<file path="src/rtl/simple_phase_sequencer.sv">
// simple_phase_sequencer: run/stop/halt FSM, 5-phase cycle, enables.
// Ports:
//   clk, rst (sync, active-high), exec, step
//   instruction[15:0], S, Z, C, V
//   phase, running, halted, ir_e, ar_e, br_e, dr_e, mdr_e
//   aluc_e, flag_e, mem_e, mem_w, pc_e, pc_br, genr_w, b_imm
//   wb_sel, dst_ra, alu_op, retired, illegal
module simple_phase_sequencer #(
  parameter int CNT_W      = 16,
  parameter bit RUN_ON_RST = 1'b0
) (
  input  logic             clk,
  input  logic             rst,
  input  logic             exec,
  input  logic             step,
  input  logic [15:0]      instruction,
  input  logic             S,
  input  logic             Z,
  input  logic             C,
  input  logic             V,
  output logic [2:0]       phase,
  output logic             running,
  output logic             halted,
  output logic             ir_e,
  output logic             ar_e,
  output logic             br_e,
  output logic             dr_e,
  output logic             mdr_e,
  output logic             aluc_e,
  output logic             flag_e,
  output logic             mem_e,
  output logic             mem_w,
  output logic             pc_e,
  output logic             pc_br,
  output logic             genr_w,
  output logic             b_imm,
  output logic [1:0]       wb_sel,
  output logic             dst_ra,
  output logic [3:0]       alu_op,
  output logic [CNT_W-1:0] retired,
  output logic             illegal
);

  typedef enum logic [1:0] {
    IDLE = 2'd0,
    RUN  = 2'd1,
    HALT = 2'd2
  } state_t;

  state_t           state, state_nx;
  logic [2:0]       phase_nx;
  logic             stop_req, stop_nx;
  logic             exec_q;
  logic [CNT_W-1:0] ret_nx;
  logic             illegal_q, ill_nx;
  logic             trap, trap_nx;
  logic             rise;

  logic [1:0] op;
  logic [2:0] sub;
  logic [2:0] cnd;
  logic [3:0] fn;
  logic is_alu, is_ld, is_st, is_li, is_b, is_bc;
  logic is_in, is_out, is_hlt, is_sh;
  logic bad, taken, act;
  logic [4:0] p;
  logic unused;

  assign op  = instruction[15:14];
  assign sub = instruction[13:11];
  assign cnd = instruction[10:8];
  assign fn  = instruction[7:4];

  assign is_alu = (op == 2'b11);
  assign is_ld  = (op == 2'b00);
  assign is_st  = (op == 2'b01);
  assign is_li  = (op == 2'b10) & (sub == 3'd0);
  assign is_b   = (op == 2'b10) & (sub == 3'd4);
  assign is_bc  = (op == 2'b10) & (sub == 3'd7) & ~cnd[2];
  assign is_in  = is_alu & (fn == 4'hC);
  assign is_out = is_alu & (fn == 4'hD);
  assign is_hlt = is_alu & (fn == 4'hF);
  assign is_sh  = is_alu & (fn[3:2] == 2'b10);

  assign bad = (is_alu & ((fn == 4'h7) | (fn == 4'hE)))
             | ((op == 2'b10) & ~(is_li | is_b | is_bc));

  always_comb begin
    taken = 1'b0;
    unique case (cnd[1:0])
      2'd0: taken = Z;
      2'd1: taken = S ^ V;
      2'd2: taken = Z | (S ^ V);
      2'd3: taken = ~Z;
      default: taken = 1'b0;
    endcase
  end

  // Trapped instructions lose every enable from the decode phase on.
  assign act = (state == RUN) & ~rst & ~trap
             & ~((phase == 3'd1) & bad);

  always_comb begin
    for (int i = 0; i < 5; i++)
      p[i] = act & (phase == 3'(i));
  end

  assign rise    = exec & ~exec_q;
  assign running = (state == RUN);
  assign halted  = (state == HALT);
  assign illegal = illegal_q
                 | ((state == RUN) & ~rst & (phase == 3'd1) & bad);
  assign unused  = C ^ (^instruction[3:0]);

  always_ff @(posedge clk) begin
    if (rst) begin
      state     <= RUN_ON_RST ? RUN : IDLE;
      phase     <= 3'd0;
      stop_req  <= 1'b0;
      exec_q    <= 1'b0;
      retired   <= '0;
      illegal_q <= 1'b0;
      trap      <= 1'b0;
    end else begin
      state     <= state_nx;
      phase     <= phase_nx;
      stop_req  <= stop_nx;
      exec_q    <= exec;
      retired   <= ret_nx;
      illegal_q <= ill_nx;
      trap      <= trap_nx;
    end
  end

  always_comb begin
    state_nx = state;
    phase_nx = phase;
    stop_nx  = stop_req;
    ret_nx   = retired;
    ill_nx   = illegal_q;
    trap_nx  = trap;
    unique case (state)
      IDLE: if (rise) state_nx = RUN;
      HALT: if (rise) state_nx = IDLE;
      RUN: begin
        stop_nx = stop_req | rise;
        if ((phase == 3'd1) & bad) begin
          ill_nx  = 1'b1;
          trap_nx = 1'b1;
        end
        if (phase == 3'd4) begin
          phase_nx = 3'd0;
          trap_nx  = 1'b0;
          if (retired != '1)
            ret_nx = retired + CNT_W'(1);
          if (trap | is_hlt) begin
            state_nx = HALT;
            stop_nx  = 1'b0;
          end else if (step | stop_nx) begin
            state_nx = IDLE;
            stop_nx  = 1'b0;
          end
        end else begin
          phase_nx = phase + 3'd1;
        end
      end
      default: state_nx = IDLE;
    endcase
  end

  always_comb begin
    ir_e   = 1'b0;
    ar_e   = 1'b0;
    br_e   = 1'b0;
    dr_e   = 1'b0;
    mdr_e  = 1'b0;
    aluc_e = 1'b0;
    flag_e = 1'b0;
    mem_e  = 1'b0;
    mem_w  = 1'b0;
    pc_e   = 1'b0;
    pc_br  = 1'b0;
    genr_w = 1'b0;
    b_imm  = 1'b0;
    wb_sel = 2'd0;
    dst_ra = 1'b0;
    alu_op = 4'd0;
    unique case (1'b1)
      p[0]: begin
        mem_e = 1'b1;
        ir_e  = 1'b1;
      end
      p[1]: begin
        ar_e = is_alu | is_ld | is_st;
        br_e = (is_alu & ~is_in & ~is_hlt) | is_ld | is_st;
      end
      p[2]: begin
        aluc_e = (is_alu & ~is_in & ~is_out & ~is_hlt)
               | is_ld | is_st | is_b | is_bc;
        dr_e   = aluc_e;
        b_imm  = is_sh | is_ld | is_st | is_b | is_bc;
        flag_e = is_alu & (fn <= 4'hB);
        alu_op = is_alu ? fn : 4'd0;
      end
      p[3]: begin
        mem_e = is_ld | is_st;
        mem_w = is_st;
        mdr_e = is_ld | is_in;
      end
      p[4]: begin
        pc_e   = ~is_hlt;
        pc_br  = is_b | (is_bc & taken);
        genr_w = (is_alu & ((fn <= 4'h4) | (fn == 4'h6)
                 | ((fn >= 4'h8) & (fn <= 4'hC))))
               | is_ld | is_li;
        wb_sel = (is_ld | is_in) ? 2'd1 : (is_li ? 2'd2 : 2'd0);
        dst_ra = is_ld;
      end
      default: ;
    endcase
  end

endmodule

</file>
<file path="config.mk">
export PLATFORM = sky130hd
export DESIGN_NAME = simple_phase_sequencer
export DESIGN_NICKNAME = d
export VERILOG_FILES = /design/src/rtl/simple_phase_sequencer.sv
export SDC_FILE = /design/constraint.sdc
export NUM_CORES = 1
export LEC_CHECK = 0
export ABC_AREA = 0
export CAP_MARGIN = 40
export CORE_ASPECT_RATIO = 1.25
export CORE_MARGIN = 10
export CORE_UTILIZATION = 30
export DETAILED_ROUTE_END_ITERATION = 6
export GPL_ROUTABILITY_DRIVEN = 0
export PLACE_DENSITY = 0.55
export RECOVER_POWER = 25
export SLEW_MARGIN = 25
export SYNTH_ARGS = -nofsm -noshare
export SYNTH_HDL_FRONTEND = slang
export SYNTH_SLANG_ARGS = --single-unit
</file>
<file path="constraint.sdc">
create_clock -name clk -period 2.16 [get_ports clk]
set_input_delay 0.432 -clock clk [delete_from_list [all_inputs] [get_ports clk]]
set_output_delay 0.432 -clock clk [all_outputs]
set_load 0.03 [all_outputs]
</file>
# Yosys cells after proc, flatten, opt, wreduce, memory -nomap -nowiden

Cells that the tools add are included.

Register bits: 25

Eq/ne operators: 26
Muxes and demuxes: 31
Reduce and logical (&&, ||, !) cells: 10
Magnitude comparators: 4
Bitwise operators: 69
Add/subtract/negate cells: 2

Operator list:

| cell                                                      | number |
|---|---|
| bitwise AND 1 bit                                         | 30 |
| bitwise OR 1 bit                                          | 28 |
| two-way mux 1 bit                                         | 17 |
| adder 16 x 1 -> 16 bit (second input constant)            | 1 |
| equality test 4 bit (second input constant)               | 4 |
| two-way mux 2 bit                                         | 8 |
| inequality test 16 bit (second input constant)            | 1 |
| equality test 2 bit (second input constant)               | 6 |
| inverter 1 bit                                            | 10 |
| equality test 3 bit (second input constant)               | 3 |
| equality test 4 x 3 -> 1 bit (second input constant)      | 2 |
| <= comparator 4 bit (second input constant)               | 2 |
| two-way mux 4 bit                                         | 2 |
| equality test 2 x 1 -> 1 bit (second input constant)      | 3 |
| equality test 3 x 2 -> 1 bit (second input constant)      | 2 |
| zero test 2 bit                                           | 3 |
| zero test 3 bit                                           | 2 |
| one-hot mux 2 bit (3 select lines)                        | 1 |
| greater-or-equal comparator 4 bit (second input constant) | 1 |
| <= comparator 4 x 3 -> 1 bit (second input constant)      | 1 |
| inequality test 2 x 1 -> 1 bit (second input constant)    | 2 |
| one-hot mux 1 bit (4 select lines)                        | 1 |
| AND reduction 2 bit                                       | 2 |
| AND reduction 4 bit                                       | 1 |
| other kinds (9)                                           | 9 |

# Logic depth before layout (Yosys ltp)

Depth in word-level cells: 12
Gate-level depth with buffers: 8

# Worst setup path after synthesis

No wires, ideal clock.

Kind: input port to output port
Start point: in rst
End point: out dr_e
Data arrival time: 2.119 ns
Stages on the path: 6
Path buffers: 2
Path slack: -0.391 ns
Path through: clkbuf_1 nor4b_1 nand3_1 a21o_1 a21oi_1 buf_4

Cells in the longest elaborated chain, start to end: 6

RTL lines:

| item                           | RTL line | source |
|---|---|---|
| from (decl)                    | 13       | `input logic rst,` |
| inverter 1 bit                 | 100      | `assign act = (state == RUN) & ~rst & ~trap` |
| bitwise AND 1 bit (2 in a row) | 100      |  |
| bitwise AND 1 bit              | 101      | `& ~((phase == 3'd1) & bad);` |
| bitwise AND 1 bit              | 105      | `p[i] = act & (phase == 3'(i));` |
| two-way mux 1 bit              | --       |  |
| to (decl)                      | 27       | `output logic dr_e,` |

No other way between the ends.

# Worst setup path after layout

Start point: in instruction[13]
End point: out illegal

Cells in the longest elaborated chain, start to end: 9
Elaborated cells between the ends (all ways): 14

RTL lines:

| item                                                         | RTL line   | source |
|---|---|---|
| from (decl)                                                  | 16         | `input logic [15:0] instruction,` |
| equality test 3 bit, or another cell as far along            | 78         | `assign is_b = (op == 2'b10) & (sub == 3'd4);` |
| bitwise AND 1 bit, on equally long branches                  | 78, 77, 79 |  |
| bitwise OR 1 bit / bitwise AND 1 bit (equally long branches) | 86, 79     |  |
| bitwise OR 1 bit (*)                                         | 86         | `\| ((op == 2'b10) & ~(is_li \| is_b \| is_bc));` |
| inverter 1 bit (*)                                           | 86         |  |
| bitwise AND 1 bit (*)                                        | 86         |  |
| bitwise OR 1 bit (*)                                         | 86         |  |
| bitwise AND 1 bit (*)                                        | 112        | `\| ((state == RUN) & ~rst & (phase == 3'd1) & bad);` |
| bitwise OR 1 bit (*)                                         | 112        |  |
| to (decl)                                                    | 41         | `output logic illegal` |

Every way passes the cells marked *; elsewhere a longest branch is shown, timed or not.

==> flow_metrics.py <==
metrics = {
    "power": {
        "p_int_mw": 0.703,
        "p_total_mw": 0.971,
        "power.density_nw_per_um2": 363,
        "ir_drop_uv": 189,
        "comb_power_share_pct": 22.3,
        "power.switching_mw": 0.267,
        "pwr-share-clk_pct": 28.7,
        "pwr-share-seq_pct": 49.1,
        "switching_share_pct": 27.5,
        "leakage_nw": 1.03,
    },
    "global_route": {
        "grt_max_degree": 28,
        "first_global_vias": 1902,
        "grt_pass1_wl_um": 9290,
        "antenna_found_initial": 0,
        "grt_overflow": 0,
        "grt.total_usage_pct": 12.1,
    },
    "run_status": {
        "violations": "setup timing",
        "outcome": "finished, violations left",
    },
    "critical_path": {
        "crit_path_frequent_cell": "buf_6",
        "slowest_stage": "o32a_1",
        "required_ps": 1730,
        "worstPathMaxFanout": 3,
        "crit_type": "in -> out",
        "path_buf_inv": 2,
        "crit_chain": "buf_6, and4b_1, o32a_1, or3_4, o21ai_2, buf_6",
        "worstPathArrival_ps": 1770,
        "path_delay_family": "simple AND/OR/NAND/NOR gates",
        "cp-end-kind": "output pin",
        "cp_slowest_stage_delay_ps": 370,
        "critPathLaunchType": "primary input",
    },
    "sta": {
        "setup_slack_ps": -37.6,
        "fin_crit_sh_pct": 102,
        "rsz0062_at_grt": "true",
        "max_freq_mhz": 455,
        "setup_violations": 1,
        "hold_violations": 0,
        "slew_headroom_pct": 67.9,
        "fin_crit_ps": 2200,
        "tightest_slew_ps": 481,
        "slew_viol_final": 0,
        "skew_ps": 5.19,
    },
    "layout": {
        "layout_commonest_cell": "buf_4",
        "fill_cells": 580,
        "fin_area_um2": 2670,
        "drive_gt1_share_pct": 30.4,
        "final_nets": 334,
        "area_growth_pct": 59.0,
        "final_cell_mix": "buf_4 (44), clkdlybuf4s50_1 (25), dfxtp_1 (23)",
        "antenna_cells": 0,
        "fin_util_pct": 49.1,
    },
    "logic_synthesis": {
        "synth-edff-count": 0,
        "syn_area_um2": 1680,
        "yosys_warnings": 0,
        "synthFlopType": "dfxtp_1",
        "syn_area_per_cell_um2": 7.67,
        "synth_seq_cells": 25,
        "synth_cell_type_count": 46,
        "seq_area_frac_synth_pct": 29.8,
        "postSynth.asyncResetShare_pct": 0,
        "synth_fp_nets": 249,
        "synth_cells": 219,
    },
    "worst_hold_path": {
        "min_path_type": "reg -> reg",
    },
    "floorplanning": {
        "dieArea_um2": 9010,
        "die_x_um": 86.9,
        "ios": 66,
        "row_count": 30,
        "die_y_um": 104,
        "start_util_pct": 30.9,
        "design.core.area_um2": 5440,
    },
    "cts": {
        "cts_buffers": 3,
        "clockBufferDepth": 2,
        "clk_latency_ps": 270,
        "cts_tree": "done",
        "clockRootBuffer": "clkbuf_8",
        "cts_sinks": 25,
        "h-tree-depth": 1,
        "path_clk_slew_ps": 90,
    },
    "drt": {
        "drtAntennaViolNets": 0,
        "wl_per_cell_um": 15.5,
        "dr_total_vias": 1928,
        "drt_iter0_drc": 59,
        "wl_um": 5680,
        "viasPerCell": 5.25,
        "drt_first_pass_iters": 4,
        "drc": 0,
    },
    "placed_design": {
        "dpl_cell_area_um2": 2530,
        "dp_hpwl_um": 4480,
        "io_buffers": 60,
        "dp_slack_ps": -424,
    },
    "job": {
        "drv_cap": 0,
    },
}
what timing repair did:
action / in CTS / in global routing
setup buffers: 0 / 0
hold endpoints to repair: 0 / 0
hold buffers: 0 / 0
pin swaps: 11 / 9
gates resized for setup: 47 / 20
setup endpoints to repair: 21 / 19
worst paths after layout:
check	start	to	slack, ps	depth (start not counted)
min reg2reg	illegal_q$_SDFFE_PP0P_	illegal_q$_SDFFE_PP0P_	480	2
max	instruction[13]	illegal	-40	6
min	illegal_q$_SDFFE_PP0P_	illegal_q$_SDFFE_PP0P_	480	2
max reg2reg	phase[0]$_SDFFE_PP0P_	retired[14]$_SDFFE_PP0P_	280	7
logic make-up after synthesis:
group                      count (synthesis)  synth area share, %
and+or+nand+nor                          100                 35.8
AOI/OAI and AO/OA                         63                 22.6
DFF                                       25                 29.8
buffers and inverters                     22                 5.81
adders and majority gates                  6                 4.47
xor gates and xnor gates                   3                 1.56
per-layer routing:
layer | track usage, % | share of wire, % | vias up
met1 | 13.6 | 42 | 889
li1 | - | - | 985
met5 | 0 | 0 | -
met2 | 21.3 | 50 | 52
met4 | 2.44 | 0.56 | 0
met3 | 3.76 | 7.5 | 2
registers in the layout, summed over array words and instances (netlist names):
register	flops
retired	16
stop_req	1
phase	3
exec_q	1
illegal_q	1
trap	1
state	2
stage by stage:
step | instances | hold slack [ps] | setup TNS [ps]
CTS | 367 | 466 | -42.1
detailed placement | 363 | 453 | -5800
global route | 367 | 519 | -332
floorplan | 219 | 428 | -1100
finish | 367 | 480 | -37.6
global placement | 363 | 449 | -5510
power groups by stage:
stage,Sequential (mW),Combinational [mW],Clock [mW]
after detailed placement,0.487,0.211,0
after floorplan,0.492,0.0929,0
final,0.477,0.216,0.278
after global routing,0.479,0.237,0.302
after global placement,0.487,0.211,0
after CTS,0.476,0.213,0.285
layout make-up:
class                           count  area, um2  area share (%)
Clock buffer                        4       45.0            1.69
Inverter                           11       41.3            1.54
Multi-Input combinational cell    172       1220            45.6
Sequential cell                    25        503            18.8
Tap cell                           64       80.1            3.00
Timing Repair Buffer               91        786            29.4
synthesized netlist by cell type, types with 2 or more instances:
cell,instances,area (um2)
nor2b_1,7,43.8
dfxtp_1,25,500
clkbuf_1,3,11.3
and4_1,4,35.0
nand4_1,8,50.1
and2_1,5,31.3
a21o_1,2,15.0
nand2b_1,3,18.8
nor4b_1,2,17.5
or4_1,2,15.0
xnor2_1,2,17.5
or3_1,12,75.1
nor3_1,13,65.1
and3_1,4,25.0
ha_1,6,75.1
nor2_1,10,37.5
buf_4,2,15.0
buf_2,5,25.0
a211o_1,2,17.5
inv_1,10,37.5
nor4_1,2,12.5
a211oi_1,4,30.0
a31oi_1,2,12.5
nand3_1,12,60.1
a21oi_1,25,125
o21ai_0,16,80.1
and4b_1,2,20.0
nand2_1,10,37.5
o31ai_1,2,15.0
worst register-to-register path: stages (launching register included):
cell and delay (ps):
dfxtp_1 370, inv_1 100, ha_1 170, and4b_1 320
clkbuf_1 260, nand3_1 150, o21a_1 210, o21ba_2 200
Power figures use the tool's default switching activity.
